`src/rtl/uart_tx_fifo_if.sv`:
```
// Write-side and uart-handshake signal bundle for uart_tx_fifo.
// cts_n is present only when UART_TX_CTS_EN is defined.
interface uart_tx_fifo_if #(
  parameter int DEPTH_LOG2 = 4
);
  logic                wr_en;
  logic [7:0]          wr_data;
  logic                full;
  logic                empty;
  logic [DEPTH_LOG2:0] level;
  logic                overflow;
  logic                clr_overflow;
  logic                uart_transmit;
  logic [7:0]          uart_tx_byte;
  logic                uart_busy;
`ifdef UART_TX_CTS_EN
  logic                cts_n;
`endif

  modport master (
    output wr_en, output wr_data, output clr_overflow, output uart_busy,
`ifdef UART_TX_CTS_EN
    output cts_n,
`endif
    input  full, input empty, input level, input overflow,
    input  uart_transmit, input uart_tx_byte
  );

  modport slave (
    input  wr_en, input wr_data, input clr_overflow, input uart_busy,
`ifdef UART_TX_CTS_EN
    input  cts_n,
`endif
    output full, output empty, output level, output overflow,
    output uart_transmit, output uart_tx_byte
  );
endinterface

```
`src/rtl/uart_tx_fifo.sv`:
```
// Circular byte FIFO draining one byte at a time into the uart transmit handshake.
// Optional feature macro: UART_TX_CTS_EN (gate byte start on cts_n == 0).
module uart_tx_fifo #(
  parameter int DEPTH_LOG2 = 4
) (
  input  logic          clk,
  input  logic          rst,
  uart_tx_fifo_if.slave bus
);
  localparam int DEPTH = 1 << DEPTH_LOG2;
  localparam logic [DEPTH_LOG2:0]   LEVEL_MAX  = {1'b1, {DEPTH_LOG2{1'b0}}};
  localparam logic [DEPTH_LOG2:0]   LEVEL_ZERO = {(DEPTH_LOG2+1){1'b0}};
  localparam logic [DEPTH_LOG2:0]   LEVEL_ONE  = {{DEPTH_LOG2{1'b0}}, 1'b1};
  localparam logic [DEPTH_LOG2-1:0] PTR_ZERO   = {DEPTH_LOG2{1'b0}};
  localparam logic [DEPTH_LOG2-1:0] PTR_ONE    = {{(DEPTH_LOG2-1){1'b0}}, 1'b1};

  typedef enum logic [1:0] {
    IDLE      = 2'd0,
    ISSUE     = 2'd1,
    WAIT_BUSY = 2'd2,
    WAIT_DONE = 2'd3
  } state_t;

  state_t                state_r, state_nxt_s;
  logic [7:0]            mem_r [DEPTH];
  logic [DEPTH_LOG2-1:0] wr_ptr_r, rd_ptr_r;
  logic [DEPTH_LOG2:0]   level_r, level_nxt_s;
  logic                  full_r, empty_r, overflow_r, transmit_r;
  logic [7:0]            tx_byte_r;
  logic                  cts_ok_s, push_s, drop_s, pop_s;

`ifdef UART_TX_CTS_EN
  assign cts_ok_s = ~bus.cts_n;
`else
  assign cts_ok_s = 1'b1;
`endif
  // full is the registered pre-edge value, so a push while full drops even if a pop coincides
  assign push_s = bus.wr_en & ~full_r;
  assign drop_s = bus.wr_en & full_r;

  // Handshake sequencing; a byte is popped only when leaving IDLE
  always_comb begin
    state_nxt_s = state_r;
    pop_s       = 1'b0;
    case (state_r)
      IDLE: begin
        if (!empty_r && !bus.uart_busy && cts_ok_s) begin
          pop_s       = 1'b1;
          state_nxt_s = ISSUE;
        end else begin
          state_nxt_s = IDLE;
        end
      end
      ISSUE:     state_nxt_s = WAIT_BUSY;
      WAIT_BUSY: state_nxt_s = bus.uart_busy ? WAIT_DONE : WAIT_BUSY;
      WAIT_DONE: state_nxt_s = bus.uart_busy ? WAIT_DONE : IDLE;
      default:   state_nxt_s = IDLE;
    endcase
  end

  // Occupancy after this edge's push/pop
  always_comb begin
    level_nxt_s = level_r;
    case ({push_s, pop_s})
      2'b10:   level_nxt_s = level_r + LEVEL_ONE;
      2'b01:   level_nxt_s = level_r - LEVEL_ONE;
      default: level_nxt_s = level_r;
    endcase
  end

  // Pointers, flags, FSM state and the registered uart strobe/byte
  always_ff @(posedge clk) begin
    if (rst) begin
      state_r    <= IDLE;
      wr_ptr_r   <= PTR_ZERO;
      rd_ptr_r   <= PTR_ZERO;
      level_r    <= LEVEL_ZERO;
      full_r     <= 1'b0;
      empty_r    <= 1'b1;
      overflow_r <= 1'b0;
      transmit_r <= 1'b0;
      tx_byte_r  <= 8'h00;
    end else begin
      state_r    <= state_nxt_s;
      level_r    <= level_nxt_s;
      full_r     <= (level_nxt_s == LEVEL_MAX);
      empty_r    <= (level_nxt_s == LEVEL_ZERO);
      transmit_r <= pop_s;
      if (push_s) begin
        wr_ptr_r <= wr_ptr_r + PTR_ONE;
      end
      if (pop_s) begin
        rd_ptr_r  <= rd_ptr_r + PTR_ONE;
        tx_byte_r <= mem_r[rd_ptr_r];
      end
      if (drop_s) begin
        overflow_r <= 1'b1;
      end else if (bus.clr_overflow) begin
        overflow_r <= 1'b0;
      end
    end
  end

  // Byte storage; stale contents after reset are never read
  always_ff @(posedge clk) begin
    if (push_s && !rst) begin
      mem_r[wr_ptr_r] <= bus.wr_data;
    end
  end

  assign bus.full          = full_r;
  assign bus.empty         = empty_r;
  assign bus.level         = level_r;
  assign bus.overflow      = overflow_r;
  assign bus.uart_transmit = transmit_r;
  assign bus.uart_tx_byte  = tx_byte_r;
endmodule

```
`src/flat_wrapper.sv`:
```
// flat-port wrapper written by rule: the top's interface ports become plain ports
module uart_tx_fifo_flat 
#(
  parameter int DEPTH_LOG2 = 4
)
  (clk, rst, bus_wr_en, bus_wr_data, bus_clr_overflow, bus_uart_busy, bus_full, bus_empty, bus_level, bus_overflow, bus_uart_transmit, bus_uart_tx_byte);
  uart_tx_fifo_if #(.DEPTH_LOG2(DEPTH_LOG2)) bus_i ();
  input  logic clk;
  input  logic rst;
  input wire logic [$bits(bus_i.wr_en)-1:0] bus_wr_en;
  input wire logic [$bits(bus_i.wr_data)-1:0] bus_wr_data;
  input wire logic [$bits(bus_i.clr_overflow)-1:0] bus_clr_overflow;
  input wire logic [$bits(bus_i.uart_busy)-1:0] bus_uart_busy;
  output wire logic [$bits(bus_i.full)-1:0] bus_full;
  output wire logic [$bits(bus_i.empty)-1:0] bus_empty;
  output wire logic [$bits(bus_i.level)-1:0] bus_level;
  output wire logic [$bits(bus_i.overflow)-1:0] bus_overflow;
  output wire logic [$bits(bus_i.uart_transmit)-1:0] bus_uart_transmit;
  output wire logic [$bits(bus_i.uart_tx_byte)-1:0] bus_uart_tx_byte;
  assign bus_i.wr_en = bus_wr_en;
  assign bus_i.wr_data = bus_wr_data;
  assign bus_i.clr_overflow = bus_clr_overflow;
  assign bus_i.uart_busy = bus_uart_busy;
  assign bus_full = bus_i.full;
  assign bus_empty = bus_i.empty;
  assign bus_level = bus_i.level;
  assign bus_overflow = bus_i.overflow;
  assign bus_uart_transmit = bus_i.uart_transmit;
  assign bus_uart_tx_byte = bus_i.uart_tx_byte;
  uart_tx_fifo #(.DEPTH_LOG2(DEPTH_LOG2)) u_core (.clk(clk), .rst(rst), .bus(bus_i));
endmodule
```
`config.mk`:
```
export PLATFORM = sky130hd
export DESIGN_NAME = uart_tx_fifo_flat
export DESIGN_NICKNAME = d
export VERILOG_FILES = /design/src/rtl/uart_tx_fifo_if.sv /design/src/rtl/uart_tx_fifo.sv /design/src/flat_wrapper.sv
export SDC_FILE = /design/constraint.sdc
export NUM_CORES = 1
export LEC_CHECK = 0
export BUFFER_PORTS_ARGS = -buffer_cell sky130_fd_sc_hd__clkbuf_2
export CAP_MARGIN = 25
export CORE_MARGIN = 4
export CORE_UTILIZATION = 55
export DETAILED_ROUTE_END_ITERATION = 10
export HOLD_SLACK_MARGIN = 0.03
export MAX_ROUTING_LAYER = met4
export PLACE_DENSITY = 0.75
export REMOVE_ABC_BUFFERS = 1
export SYNTH_ARGS = -nofsm -noshare
export SYNTH_HDL_FRONTEND = slang
export SYNTH_SLANG_ARGS = --single-unit
```
`constraint.sdc`:
```
create_clock -name clk -period 2.92 [get_ports clk]
set_input_delay 0.438 -clock clk [delete_from_list [all_inputs] [get_ports clk]]
set_output_delay 0.438 -clock clk [all_outputs]
set_load 0.02 [all_outputs]
```
* Word-level counts from Yosys, hierarchy flattened *
Memory sizes are Yosys's and may differ from the RTL's. A register that Yosys moved wholly into a read port is not among the register bits.
Cells that the tools add are included.
W data, S select, Z words.

storage, ports and cells
  word-level logic and storage cells = 41
  memory bits (writable) = 128
  memories = 1
  input port bits = 13
  output and inout bits = 17
  bits in registers = 19

memory list
  name          words  width  rd ports  clocked after Yosys merged registers in  write ports  line                source
  u_core.mem_r  16     8      1         1                                        1            uart_tx_fifo.sv:25  logic [7:0] mem_r [DEPTH];

operators by class
  add/subtract/negate cells = 4
  reduce and logical (&&, ||, !) cells = 8
  multiplexer cells = 11
  bitwise operators = 3
  equality and inequality tests = 6

operators with widths
  cell                   number
  $pmux W5 S2            1
  $add A4 B1 Y4 const B  2
  $mux W1                8
  $pmux W2 S4            1
  $eq A2 B2 Y1 const B   3
  $add A5 B1 Y5 const B  1
  $eq A5 B5 Y1 const B   1
  $logic_not A5 Y1       1
  $sub A5 B1 Y5 const B  1
  $eq A2 B1 Y1 const B   2
  $logic_not A1 Y1       3
  $and A1 B1 Y1          2
  $logic_and A1 B1 Y1    2
  $logic_not A2 Y1       1
  $mux W2                1
  $reduce_bool A2 Y1     1
  $not A1 Y1             1

* Longest topological paths before layout *
Gate-level depths: netlist of the first run.

  depth in word-level cells = 7
  mapped depth = 11
  depth with buffers taken out = 10

* Worst setup path before layout of the first run *
OpenSTA, ideal clock, no wires.

  path kind = input-to-reg
  start point = in bus_uart_busy
  end point = reg u_core.empty_r (netlist: u_core.bus.empty)
  path buffers = 2
  setup time = 0.096 ns
  setup slack = -0.206 ns
  arrival time = 3.031 ns
  stages on the path = 9
  data required time = 2.824 ns
  path through = or4_4 clkinv_4 clkbuf_1 ha_1 clkbuf_1 or3b_2 or3_1 a22o_1 o41ai_2

between the ends
  cells in the longest elaborated chain, start to end = 7
  elaborated cells on any way between the ends = 8
  those cells by class = 2 x eq/ne; 3 x mux; 3 x reduce/logical

ends and longest elaborated chain
  what                                                 line                source
  from (decl)                                          flat_wrapper.sv:13  input wire logic [$bits(bus_i.uart_busy)-1:0] bus_uart_busy;
  $logic_not A1 Y1 (*)                                 uart_tx_fifo.sv:47  if (!empty_r && !bus.uart_busy && cts_ok_s) begin
  $logic_and A1 B1 Y1 (*)                              uart_tx_fifo.sv:47
  $mux W1 (*)                                          uart_tx_fifo.sv:47
  $mux W1 (*)                                          uart_tx_fifo.sv:45  case (state_r)
  $eq A2 B1 Y1 / $eq A2 B2 Y1 (equally long branches)  uart_tx_fifo.sv:64  case ({push_s, pop_s})
  $pmux W5 S2 (*)                                      uart_tx_fifo.sv:64
  $logic_not A5 Y1 (*)                                 uart_tx_fifo.sv:87  empty_r <= (level_nxt_s == LEVEL_ZERO);
  to (signal assigned)                                 uart_tx_fifo.sv:87
  to (decl)                                            uart_tx_fifo.sv:28  logic full_r, empty_r, overflow_r, transmit_r;

Mark *: on every way between the ends. The rest lies on a longest branch, timed or not.
A chain may end at the register's enable or synchronous reset.

* Worst setup path in the final report of the first run *
  start point = reg u_core.state_r[1]
  end point = reg u_core.empty_r (netlist: u_core.bus.empty)

between the ends
  cells in the longest elaborated chain, start to end = 5
  elaborated cells on any way between the ends = 6
  those cells by class = 2 x eq/ne; 2 x mux; 2 x reduce/logical

ends and longest elaborated chain
  what                                                 line                source
  from (decl)                                          uart_tx_fifo.sv:24  state_t state_r, state_nxt_s;
  from (signal assigned)                               uart_tx_fifo.sv:84  state_r <= state_nxt_s;
  $logic_not A2 Y1 (*)                                 uart_tx_fifo.sv:45
  $mux W1 (*)                                          uart_tx_fifo.sv:45
  $eq A2 B1 Y1 / $eq A2 B2 Y1 (equally long branches)  uart_tx_fifo.sv:64
  $pmux W5 S2 (*)                                      uart_tx_fifo.sv:64
  $logic_not A5 Y1 (*)                                 uart_tx_fifo.sv:87

Marked as above.

==> out/metrics.csv, run 1 <==
stage,metric,value,unit
setup_path,r2r_start,u_core.state_r[1]$_SDFF_PP0_,
setup_path,path_class,register to register,
power,irDropWorstVdd,0.000683,V
drt,vias,3252,
drt,totalWireLength,12000,microns
synthesis,yosys.area.top_type,edfxtp_1,
drt,drt-vias-per-instance,5.86,
global_route,grt_pass1_vias,3350,
clocking,worstSkewPairLatency,420,ps
synthesis,synthesis.area,6210,sq um
worst_hold_path,hold_depth,3,
worst_hold_path,worstHoldStart,bus_wr_en,
cells_and_area,utilization,0.654,
synthesis,avgSynthCellArea,17.3,sq um
synthesis,ys_seq_area_frac,0.706,
cells_and_area,antenna_cells,0,
setup_path,critPathLaunchType,register,
synthesis,synth_common_cells,"edfxtp_1, mux4_2, nor2_1",
sta,maxSlewViolCount,0,
sta,max_freq,357,MHz
floorplanning,core_area,10900,sq um
sta,fin_setup_tns,0,ps
synthesis,synth_flop_cell,edfxtp_1,
synthesis,netlist-cell-type-count,44,
synthesis,yosysWarnings,0,
setup_path,crit_fanout,4,
placement,io_buffers,29,
clocking,cts.reportedPaths.clkPinSlew,60,ps
drt,drt_first_pass_iters,4,
power,clockPowerShare,0.385,
floorplanning,rows,38,
global_route,track_usage,0.210,
sta,worst_clock_skew,8.27,ps
floorplanning,dieArea,13100,sq um
synthesis,async_reset_ff_frac,0,
drt,wl_per_cell,21.7,microns
sta,hold_viol,0,
clocking,clockBufferDepth,2,
clocking,cts_max_level,4,
clocking,cts_sinks,155,
global_route,grt_overflow_total,0,
power,p_leak,0.00237,uW
synthesis,yosys.area.top_type_share,0.619,
sta,setup_viol,0,
power,combPwrFrac,0.155,
cells_and_area,drive_above_1_share,0.294,
sta,rsz0062_at_grt,false,
synthesis,yosysMostFrequentCell,edfxtp_1,
synthesis,synth-edff-count,128,
sta,worstMarginPinSlew,813,ps
floorplanning,die_x,114,microns
placement,pre_cts_ws,-27.3,ps
cells_and_area,areaGrowthSynthToFinish,15.0,%
floorplanning,pin_count,30,
setup_path,crit_required,3250,ps
power,powerDensity,778,nW/um^2
clocking,post_cts_buffers,0,
worst_hold_path,hold_path_end,u_core.bus.overflow$_SDFFE_PP0P_,
setup_path,r2r_slack,120,ps
floorplanning,start_util,0.568,
drt,drc,0,
global_route,antenna_found_initial,0,
sta,fin_crit,2800,ps
sta,period_share,0.960,
setup_path,reg2reg_to,u_core.bus.empty$_SDFF_PP1_,
clocking,cts_made_buffers,17,
drt,initialDrtViolationCount,362,
run_status,outcome,"finished, final reports clean",
power,share_seq_of_total_power,0.459,
clocking,cts-root-buf,clkbuf_16,
drt,drtAntennaViolNets,0,
setup_path,cp_data_arrival_time,3130,ps
synthesis,synthTopCellsByArea,"edfxtp_1, mux4_2, dfxtp_1, nor2_1, nand2_1",
sta,slew_headroom,0.456,
sta,layout_setup_ws,115,ps
placement,dp_hpwl,7230,microns
floorplanning,die-height,114,microns
setup_path,rr_worst_depth,9,
power,switching_share,0.256,
run,cap_violations,0,
power,intPower,4140,uW
global_route,grt_pass1_wl,19300,microns
placement,gp_congestion,0.773,
synthesis,synthCells,360,
cells_and_area,fin_nets,422,
worst_hold_path,hold_path.class,input pin to register,
global_route,grt_max_degree,36,
power,p_sw,1420,uW
synthesis,ys_seq_elements,155,
clocking,cts_tree,yes,
setup_path,end_kind,register,
==> registers in the layout, summed over array words and instances, names as in the netlist, 2 cells and up <==
signal	flops
u_core.bus.uart_tx_byte	8
u_core.wr_ptr_r	4
u_core.bus.level	5
u_core.rd_ptr_r	4
u_core.state_r	2
u_core.mem_r	128
==> critical path: stages (launching register included) <==
cell      delay, ps
dfxtp_1         340
or4_4           570
clkinv_4         60
nand2_1          60
xnor2_1         140
ha_1            290
or3b_2          460
or3_1           320
a22o_1          220
o41ai_2         260
==> layout by cell type (no fill, tap or decap), types with 2 or more instances in the layout <==
| cell type | synthesis | layout |
|---|---|---|
| clkbuf_16 | 0 | 17 |
| xnor2_1 | 4 | 4 |
| clkinvlp_4 | 0 | 2 |
| inv_6 | 0 | 4 |
| inv_1 | 7 | 7 |
| clkinv_4 | 1 | 3 |
| mux4_2 | 40 | 40 |
| nand2_1 | 32 | 32 |
| dfxtp_1 | 27 | 26 |
| a22o_1 | 2 | 2 |
| o31a_1 | 2 | 2 |
| buf_4 | 0 | 14 |
| ha_1 | 7 | 7 |
| edfxtp_1 | 128 | 128 |
| clkbuf_2 | 0 | 29 |
| a21oi_1 | 13 | 13 |
| nor4_2 | 2 | 2 |
| nor2_1 | 33 | 33 |
| nand4_1 | 3 | 3 |
| mux2i_1 | 2 | 2 |
| clkbuf_1 | 16 | 2 |
| bufinv_16 | 0 | 2 |
| clkinv_1 | 0 | 2 |
| or3_1 | 2 | 2 |
| nand2b_1 | 2 | 2 |
| nor3_1 | 4 | 4 |
| xor2_1 | 5 | 5 |
==> timing repair <==
item,CTS,global route
endpoints found under the setup margin,0,1
hold buffers,0,0
gates resized for setup,0,0
==> metal layers <==
metal | vias to the layer above | share of wire | global-route usage
met1 | 1659 | 0.42 | 0.270
met4 | 0 | 0.024 | 0.0808
met3 | 20 | 0.046 | 0.0529
met2 | 90 | 0.51 | 0.327
met5 | - | 0 | -
li1 | 1483 | - | -
==> power groups by stage <==
stage / combinational [uW] / sequential [uW] / clock (uW)
global placement: 838 / 2590 / 0
detailed placement: 854 / 2600 / 0
CTS: 872 / 2550 / 2160
finish: 864 / 2550 / 2140
floorplan: 485 / 2700 / 0
global route: 943 / 2560 / 2270
==> metrics by stage <==
stage	instance area (sq um)	instances	hold WS, ps	power [uW]
CTS	7150	555	254	5580
global placement	6580	523	444	3430
floorplan	6130	339	457	3190
finish	7150	555	267	5560
detailed placement	6580	523	451	3450
global route	7150	555	269	5770
==> worst max-delay path by stage <==
stage               cells past startpoint                         start                          end  slack, ps
finish                                  9  u_core.state_r[1]$_SDFF_PP0_  u_core.bus.empty$_SDFF_PP1_        120
global route                            9  u_core.state_r[1]$_SDFF_PP0_  u_core.bus.empty$_SDFF_PP1_         10
CTS                                     9  u_core.state_r[1]$_SDFF_PP0_  u_core.bus.empty$_SDFF_PP1_        100
detailed placement                     10                 bus_uart_busy  u_core.bus.empty$_SDFF_PP1_        -30
global placement                       10                 bus_uart_busy  u_core.bus.empty$_SDFF_PP1_          5
floorplan                               9                 bus_uart_busy  u_core.bus.empty$_SDFF_PP1_        -50
==> final cells by class <==
cell class	count	area [sq um]
Inverter	9	38.8
Fill cell	726	3790
Multi-Input combinational cell	175	1710
Timing Repair Buffer	44	270
Sequential cell	155	4390
Clock inverter	13	140
Clock buffer	19	433
Tap cell	140	175
==> kinds of logic (layout without fill, tap and decap cells) <==
logic type,count (synthesis),in the layout,share of synthesized area
AOI/OAI and AO/OA,28,28,0.0322
xor gates and xnor gates,9,9,0.0127
adders and majority gates,7,7,0.0141
buffers and inverters,30,85,0.0199
DFF,155,155,0.706
muxes,42,42,0.148
and+or+nand+nor,89,89,0.0673
Note: power is estimated with default switching activity, not from simulation.
==> run 2: changes to the inputs <==
--- a/config.mk
+++ b/config.mk
@@ -7,9 +7,11 @@
 export LEC_CHECK = 0
 export BUFFER_PORTS_ARGS = -buffer_cell sky130_fd_sc_hd__clkbuf_2
 export CAP_MARGIN = 25
+export CORE_ASPECT_RATIO = 1.1
 export CORE_MARGIN = 4
 export CORE_UTILIZATION = 55
 export DETAILED_ROUTE_END_ITERATION = 10
+export GPL_TIMING_DRIVEN = 0
 export HOLD_SLACK_MARGIN = 0.03
 export MAX_ROUTING_LAYER = met4
 export PLACE_DENSITY = 0.75
==> run 2 against run 1 <==
Sequential power increased by 2%. Utilization decreased by 0.54 points. Register-to-register slack got worse by 70 ps. Maximum frequency decreased by 2.4%. Sequential cell count unchanged. Sequential share of layout area increased by 0.12 points. Routed wire length decreased by 7.3%. Die area about the same. Power decreased by 1.6%.
==> out/metrics.csv, run 2 (same netlist as run 1, synthesis figures left out) <==
stage,metric,value,unit,change
placement,gp_congestion,0.781,,+1.1%
floorplanning,die-height,119,microns,+4.5%
clocking,worstSkewPairLatency,420,ps,about the same
cells_and_area,drive_above_1_share,0.300,,+0.00652
global_route,grt_pass1_wl,18000,microns,-6.8%
global_route,grt_pass1_vias,3261,,-2.7%
sta,slew_headroom,0.408,,-0.0486
cells_and_area,nFillCells,744,,+2.5%
sta,layout_setup_ws,46.8,ps,-68.6 ps
sta,max_freq,348,MHz,-2.4%
clocking,cts.reportedPaths.clkPinSlew,60,ps,about the same
drt,totalWireLength,11200,microns,-7.3%
setup_path,end_kind,register,,
global_route,grt_overflow_total,0,,unchanged
setup_path,crit_start,u_core.state_r[0]$_SDFF_PP0_,,
sta,setup_viol,0,,unchanged
cells_and_area,final_common_cell,edfxtp_1,,
cells_and_area,multiInputGateArea,1790,sq um,+4.7%
drt,routed.top_layer,met4,,
setup_path,rr_worst_depth,9,,unchanged
sta,hold_viol,0,,unchanged
clocking,clockBufferDepth,2,,unchanged
sta,period_share,0.984,,+0.0235
floorplanning,core_area,11000,sq um,+0.69%
setup_path,crit_chain,or4_4 -> clkinv_8 -> nand2_8 -> xnor2_2 -> ha_4 -> or3b_4 -> or3_4 -> a22o_4 -> o41ai_4,,
setup_path,reg2reg_to,u_core.bus.empty$_SDFF_PP1_,,
power,p_leak,0.00235,uW,-1.1%
setup_path,cp_slowest_cell,or4_4,,
power,irDropWorstVdd,0.000424,V,-38%
setup_path,path_class,register to register,,
global_route,track_usage,0.195,,-0.0151
placement,io_buffers,29,,unchanged
placement,dp_hpwl,7130,microns,-1.4%
setup_path,crit_fanout,4,,unchanged
drt,vias,3176,,-2.3%
cells_and_area,fin_nets,413,,-2.1%
setup_path,critPathLaunchType,register,,
drt,drc,0,,unchanged
cells_and_area,largest_reg_flops,128,,unchanged
run_status,outcome,"finished, final reports clean",,
clocking,cts_max_level,4,,unchanged
sta,maxSlewViolCount,0,,unchanged
cells_and_area,layout_common_cells,"edfxtp_1, mux4_2, nor2_1",,
floorplanning,die_x,109,microns,-4.3%
floorplanning,start_util,0.564,,-0.00387
run,cap_violations,0,,unchanged
cells_and_area,regArea,4390,sq um,about the same
drt,drt-vias-per-instance,5.74,,-2.0%
cells_and_area,antenna_cells,0,,unchanged
clocking,postCtsHoldBufs,0,,unchanged
clocking,cts-root-buf,clkbuf_16,,
power,powerDensity,766,nW/um^2,-1.4%
drt,wl_met1,4550,microns,-11%
clocking,cts_tree,yes,,
drt,met2_length,5760,microns,-5.6%
sta,worstMarginPinSlew,889,ps,+75.9 ps
floorplanning,rows,40,,+5.3%
cells_and_area,utilization,0.648,,-0.00537
sta,fin_crit,2870,ps,+68.6 ps
floorplanning,dieArea,13100,sq um,about the same
setup_path,crit_required,3230,ps,-20 ps
clocking,cts_sinks,155,,unchanged
setup_path,cp_data_arrival_time,3180,ps,+50 ps
floorplanning,pin_count,30,,unchanged
cells_and_area,top_register,u_core.mem_r,,
global_route,grt_max_degree,36,,unchanged
drt,drt_first_pass_iters,5,,+1
setup_path,crit_path_end,u_core.bus.empty$_SDFF_PP1_,,
global_route,antenna_found_initial,0,,unchanged
drt,drtAntennaViolNets,0,,unchanged
setup_path,r2r_start,u_core.state_r[0]$_SDFF_PP0_,,
setup_path,slowest_delay,590,ps,+20 ps
drt,initialDrtViolationCount,282,,-22%
cells_and_area,areaGrowthSynthToFinish,14.9,%,
setup_path,r2r_slack,50,ps,-70 ps
placement,pre_cts_ws,-536,ps,-508 ps
drt,wl_met3,603,microns,+9.6%
sta,worst_clock_skew,7.86,ps,-0.407 ps
drt,wl_per_cell,20.2,microns,-6.9%
clocking,cts_made_buffers,17,,unchanged
worst_hold_path,hold_path.class,input pin to register,,
run 2: how the worst min path moves through the flow:
stage / depth (start not counted) / from / endpoint
finish: 3 / bus_uart_busy / u_core.state_r[0]$_SDFF_PP0_
detailed placement: 2 / u_core.bus.uart_tx_byte[3]$_SDFFE_PP0P_ / u_core.bus.uart_tx_byte[3]$_SDFFE_PP0P_
CTS: 3 / bus_wr_en / u_core.bus.overflow$_SDFFE_PP0P_
floorplan: 2 / u_core.state_r[1]$_SDFF_PP0_ / u_core.state_r[0]$_SDFF_PP0_
global route: 3 / bus_uart_busy / u_core.state_r[0]$_SDFF_PP0_
global placement: 2 / u_core.bus.uart_tx_byte[6]$_SDFFE_PP0P_ / u_core.bus.uart_tx_byte[6]$_SDFFE_PP0P_
run 2: area by class of cell:
type                            instances  area share
Clock buffer                           22      0.0650
Multi-Input combinational cell        175       0.250
Timing Repair Buffer                   35      0.0284
Sequential cell                       155       0.615
Tap cell                              147      0.0258
Inverter                                9     0.00649
Clock inverter                         10     0.00947
run 2: metrics by stage:
stage / std cells / hold WS (ps) / total power (uW) / setup TNS, ps / instance area, sq um
floorplan: 339 / 457 / 3190 / -71.7 / 6130
global placement: 515 / 443 / 3390 / -5030 / 6460
detailed placement: 516 / 450 / 3430 / -994 / 6480
CTS: 553 / 243 / 5440 / 0 / 7070
global route: 553 / 278 / 5710 / -8.42 / 7140
finish: 553 / 285 / 5470 / 0 / 7140
run 2: per-layer routing:
metal / up-vias / GRT usage
li1: 1461 / -
met1: 1585 / 0.251
met2: 113 / 0.291
met3: 17 / 0.0547
met4: 0 / 0.0873
met5: - / -
run 2: repair_timing:
item | 4_1_cts | 5_1_grt
endpoints found under the setup margin | 2 | 2
setup buffers | 5 | 0
resized for setup | 6 | 9
pin swaps | 3 | 6
run 2: report_power, final:
part	leakage (uW)	internal [uW]	switching, uW
clock network	0.000269	1130	826
logic	0.000703	452	469
registers	0.00137	2470	118
total	0.00235	4060	1410
run 2: worst max-delay path: cells and delay by family (launching register included):
family,cells,cell delay (ps)
xor+xnor,1,200
fa+ha+maj,1,230
flops,1,320
compound gates,2,570
buf+inv,1,90
simple gates,4,1360
==> run 3: changes to the inputs <==
--- a/config.mk
+++ b/config.mk
@@ -15,6 +15,7 @@
 export HOLD_SLACK_MARGIN = 0.03
 export MAX_ROUTING_LAYER = met4
 export PLACE_DENSITY = 0.75
+export RECOVER_POWER = 100
 export REMOVE_ABC_BUFFERS = 1
 export SYNTH_ARGS = -nofsm -noshare
 export SYNTH_HDL_FRONTEND = slang
==> run 3 against run 2 <==
Worst setup slack better by 8.0 ps. Register-to-register slack is essentially flat. Utilization down 0.43 points. Sequential cell count stayed put. Power is 0.36% lower. Sequential share of layout area increased by 0.39 points. Global-route usage unchanged. Sequential power about the same. Via count barely moved. Final area shrank 0.67%. Worst hold slack barely moved. Critical path type unchanged. Largest cell class unchanged. Highest routed layer unchanged.
==> out/metrics.csv, run 3 (same netlist as run 1, synthesis figures left out) <==
stage,metric,value,unit,change
floorplanning,die_x,109,microns,unchanged
clocking,cts-root-buf,clkbuf_16,,
sta,fin_crit,2870,ps,-7.99 ps
sta,hold_ws,284,ps,-0.386 ps
clocking,worstSkewPairLatency,420,ps,about the same
drt,vias,3173,,-0.094%
sta,worst_clock_skew,7.31,ps,-0.559 ps
worst_hold_path,hold_depth,3,,unchanged
cells_and_area,fin_nets,413,,unchanged
sta,max_freq,349,MHz,+0.28%
sta,maxSlewViolCount,0,,unchanged
drt,wl_met3,527,microns,-13%
setup_path,rr_worst_depth,9,,unchanged
placement,dpl_cell_area,6480,sq um,unchanged
power,powerDensity,769,nW/um^2,+0.31%
global_route,track_usage,0.195,,unchanged
clocking,postCtsHoldBufs,0,,unchanged
setup_path,path_class,register to register,,
setup_path,reg2reg_to,u_core.bus.empty$_SDFF_PP1_,,
sta,setup_viol,0,,unchanged
floorplanning,dieArea,13100,sq um,unchanged
cells_and_area,top_register,u_core.mem_r,,
run_status,outcome,"finished, final reports clean",,
cells_and_area,drive_above_1_share,0.227,,-0.0739
power,irDropWorstVdd,0.000423,V,-0.18%
cells_and_area,stdcell_area,7090,sq um,-0.67%
cells_and_area,final_common_cell,edfxtp_1,,
clocking,cts.reportedPaths.clkPinSlew,60,ps,about the same
cells_and_area,nFillCells,761,,+2.3%
run,cap_violations,0,,unchanged
global_route,antenna_found_initial,0,,unchanged
floorplanning,start_util,0.564,,unchanged
power,switching_share,0.259,,+0.000983
sta,hold_viol,0,,unchanged
setup_path,slowest_delay,590,ps,about the same
setup_path,cp_slowest_cell,or4_4,,
setup_path,critPathLaunchType,register,,
drt,drt_first_pass_iters,4,,-1
cells_and_area,largest_reg_flops,128,,unchanged
cells_and_area,antenna_cells,0,,unchanged
cells_and_area,regArea,4390,sq um,about the same
setup_path,crit_start,u_core.state_r[0]$_SDFF_PP0_,,
global_route,grt_overflow_total,0,,unchanged
placement,dp_hpwl,7130,microns,unchanged
setup_path,cp_data_arrival_time,3180,ps,about the same
setup_path,r2r_slack,50,ps,about the same
power,share_seq_of_total_power,0.475,,about the same
floorplanning,pin_count,30,,unchanged
clocking,clockBufferDepth,2,,unchanged
sta,period_share,0.981,,-0.00274
power,combPwrFrac,0.165,,-0.003
setup_path,r2r_start,u_core.state_r[0]$_SDFF_PP0_,,
worst_hold_path,hold_path.class,input pin to register,,
setup_path,end_kind,register,,
power,intPower,4040,uW,-0.49%
drt,initialDrtViolationCount,238,,-16%
setup_path,crit_chain,or4_4 -> clkinv_8 -> nand2_8 -> xnor2_2 -> ha_4 -> or3b_4 -> or3_4 -> a22o_4 -> o41ai_4,,
sta,worstMarginPinSlew,1160,ps,+275 ps
setup_path,crit_fanout,4,,unchanged
global_route,grt_max_degree,36,,unchanged
power,clockPowerShare,0.360,,+0.002
drt,drtAntennaViolNets,0,,unchanged
power,p_sw,1410,uW,about the same
setup_path,crit_required,3230,ps,about the same
power,p_total,5450,uW,-0.36%
cells_and_area,layout_common_cells,"edfxtp_1, mux4_2, nor2_1",,
floorplanning,core_area,11000,sq um,unchanged
drt,totalWireLength,11300,microns,+1.2%
drt,wl_met1,4700,microns,+3.2%
floorplanning,rows,40,,unchanged
drt,met2_length,5890,microns,+2.2%
drt,drc,0,,unchanged
placement,gp_congestion,0.781,,unchanged
global_route,grt_pass1_vias,3261,,unchanged
drt,routed.top_layer,met4,,
clocking,cts_tree,yes,,
power,p_leak,0.00225,uW,-3.9%
clocking,cts_sinks,155,,unchanged
floorplanning,die-height,119,microns,unchanged
cells_and_area,multiInputGateArea,1780,sq um,-0.35%
clocking,cts_max_level,4,,unchanged
placement,io_buffers,29,,unchanged
setup_path,crit_path_end,u_core.bus.empty$_SDFF_PP1_,,
cells_and_area,areaGrowthSynthToFinish,14.1,%,
drt,drt-vias-per-instance,5.74,,about the same
drt,wl_per_cell,20.4,microns,+1.2%
clocking,cts_made_buffers,17,,unchanged
global_route,grt_pass1_wl,18000,microns,unchanged
sta,slew_headroom,0.224,,-0.183
run 3: final cells by class:
cell class                 count  share of cell area
inverter                       9             0.00653
clock buffer                  22              0.0655
clock inverter                10             0.00953
multi-input combinational    175               0.251
sequential                   155               0.619
tap                          147              0.0259
timing repair buffer          35              0.0229
run 3: through the flow:
step	std cells	util	TNS (ps)	setup WS [ps]
floorplan	339	-	-71.7	-53.3
global placement	515	0.586	-5030	-543
detailed placement	516	0.589	-994	-536
CTS	553	0.642	0	19.1
global route	553	0.644	-7.87	-7.87
finish	553	0.644	0	54.8
run 3: worst min path at each step:
stage / start / to / slack (ps)
floorplan: u_core.state_r[1]$_SDFF_PP0_ / u_core.state_r[0]$_SDFF_PP0_ / 460
global placement: u_core.bus.uart_tx_byte[6]$_SDFFE_PP0P_ / u_core.bus.uart_tx_byte[6]$_SDFFE_PP0P_ / 440
detailed placement: u_core.bus.uart_tx_byte[3]$_SDFFE_PP0P_ / u_core.bus.uart_tx_byte[3]$_SDFFE_PP0P_ / 450
CTS: bus_wr_en / u_core.bus.overflow$_SDFFE_PP0P_ / 240
global route: bus_uart_busy / u_core.state_r[0]$_SDFF_PP0_ / 280
finish: bus_uart_busy / u_core.state_r[0]$_SDFF_PP0_ / 280
run 3: metal layers:
layer	vias to the layer above	track usage
met5	-	-
met4	0	0.0873
met3	13	0.0547
met2	98	0.291
met1	1599	0.251
li1	1463	-
run 3: what timing repair did:
item                       4_1_cts  5_1_grt
resized for setup                6        9
cloned                           0        0
pin swaps                        3        6
setup endpoints to repair        2        2
setup buffers                    5        0
run 3: critical path: cells and delay by family (launching register included):
kind	cells	cell delay, ps
DFF	1	320
adders and majority gates	1	230
AOI/OAI and AO/OA	2	570
xor gates and xnor gates	1	200
and+or+nand+nor	4	1360
buffers and inverters	1	90
run 3: power groups by stage:
stage | combinational (uW) | clock, uW | sequential, uW
2_1_floorplan | 485 | 0 | 2700
3_3_place_gp | 710 | 0 | 2680
3_5_place_dp | 793 | 0 | 2630
4_1_cts | 858 | 2000 | 2590
5_1_grt | 983 | 2100 | 2610
6_report | 900 | 1960 | 2590
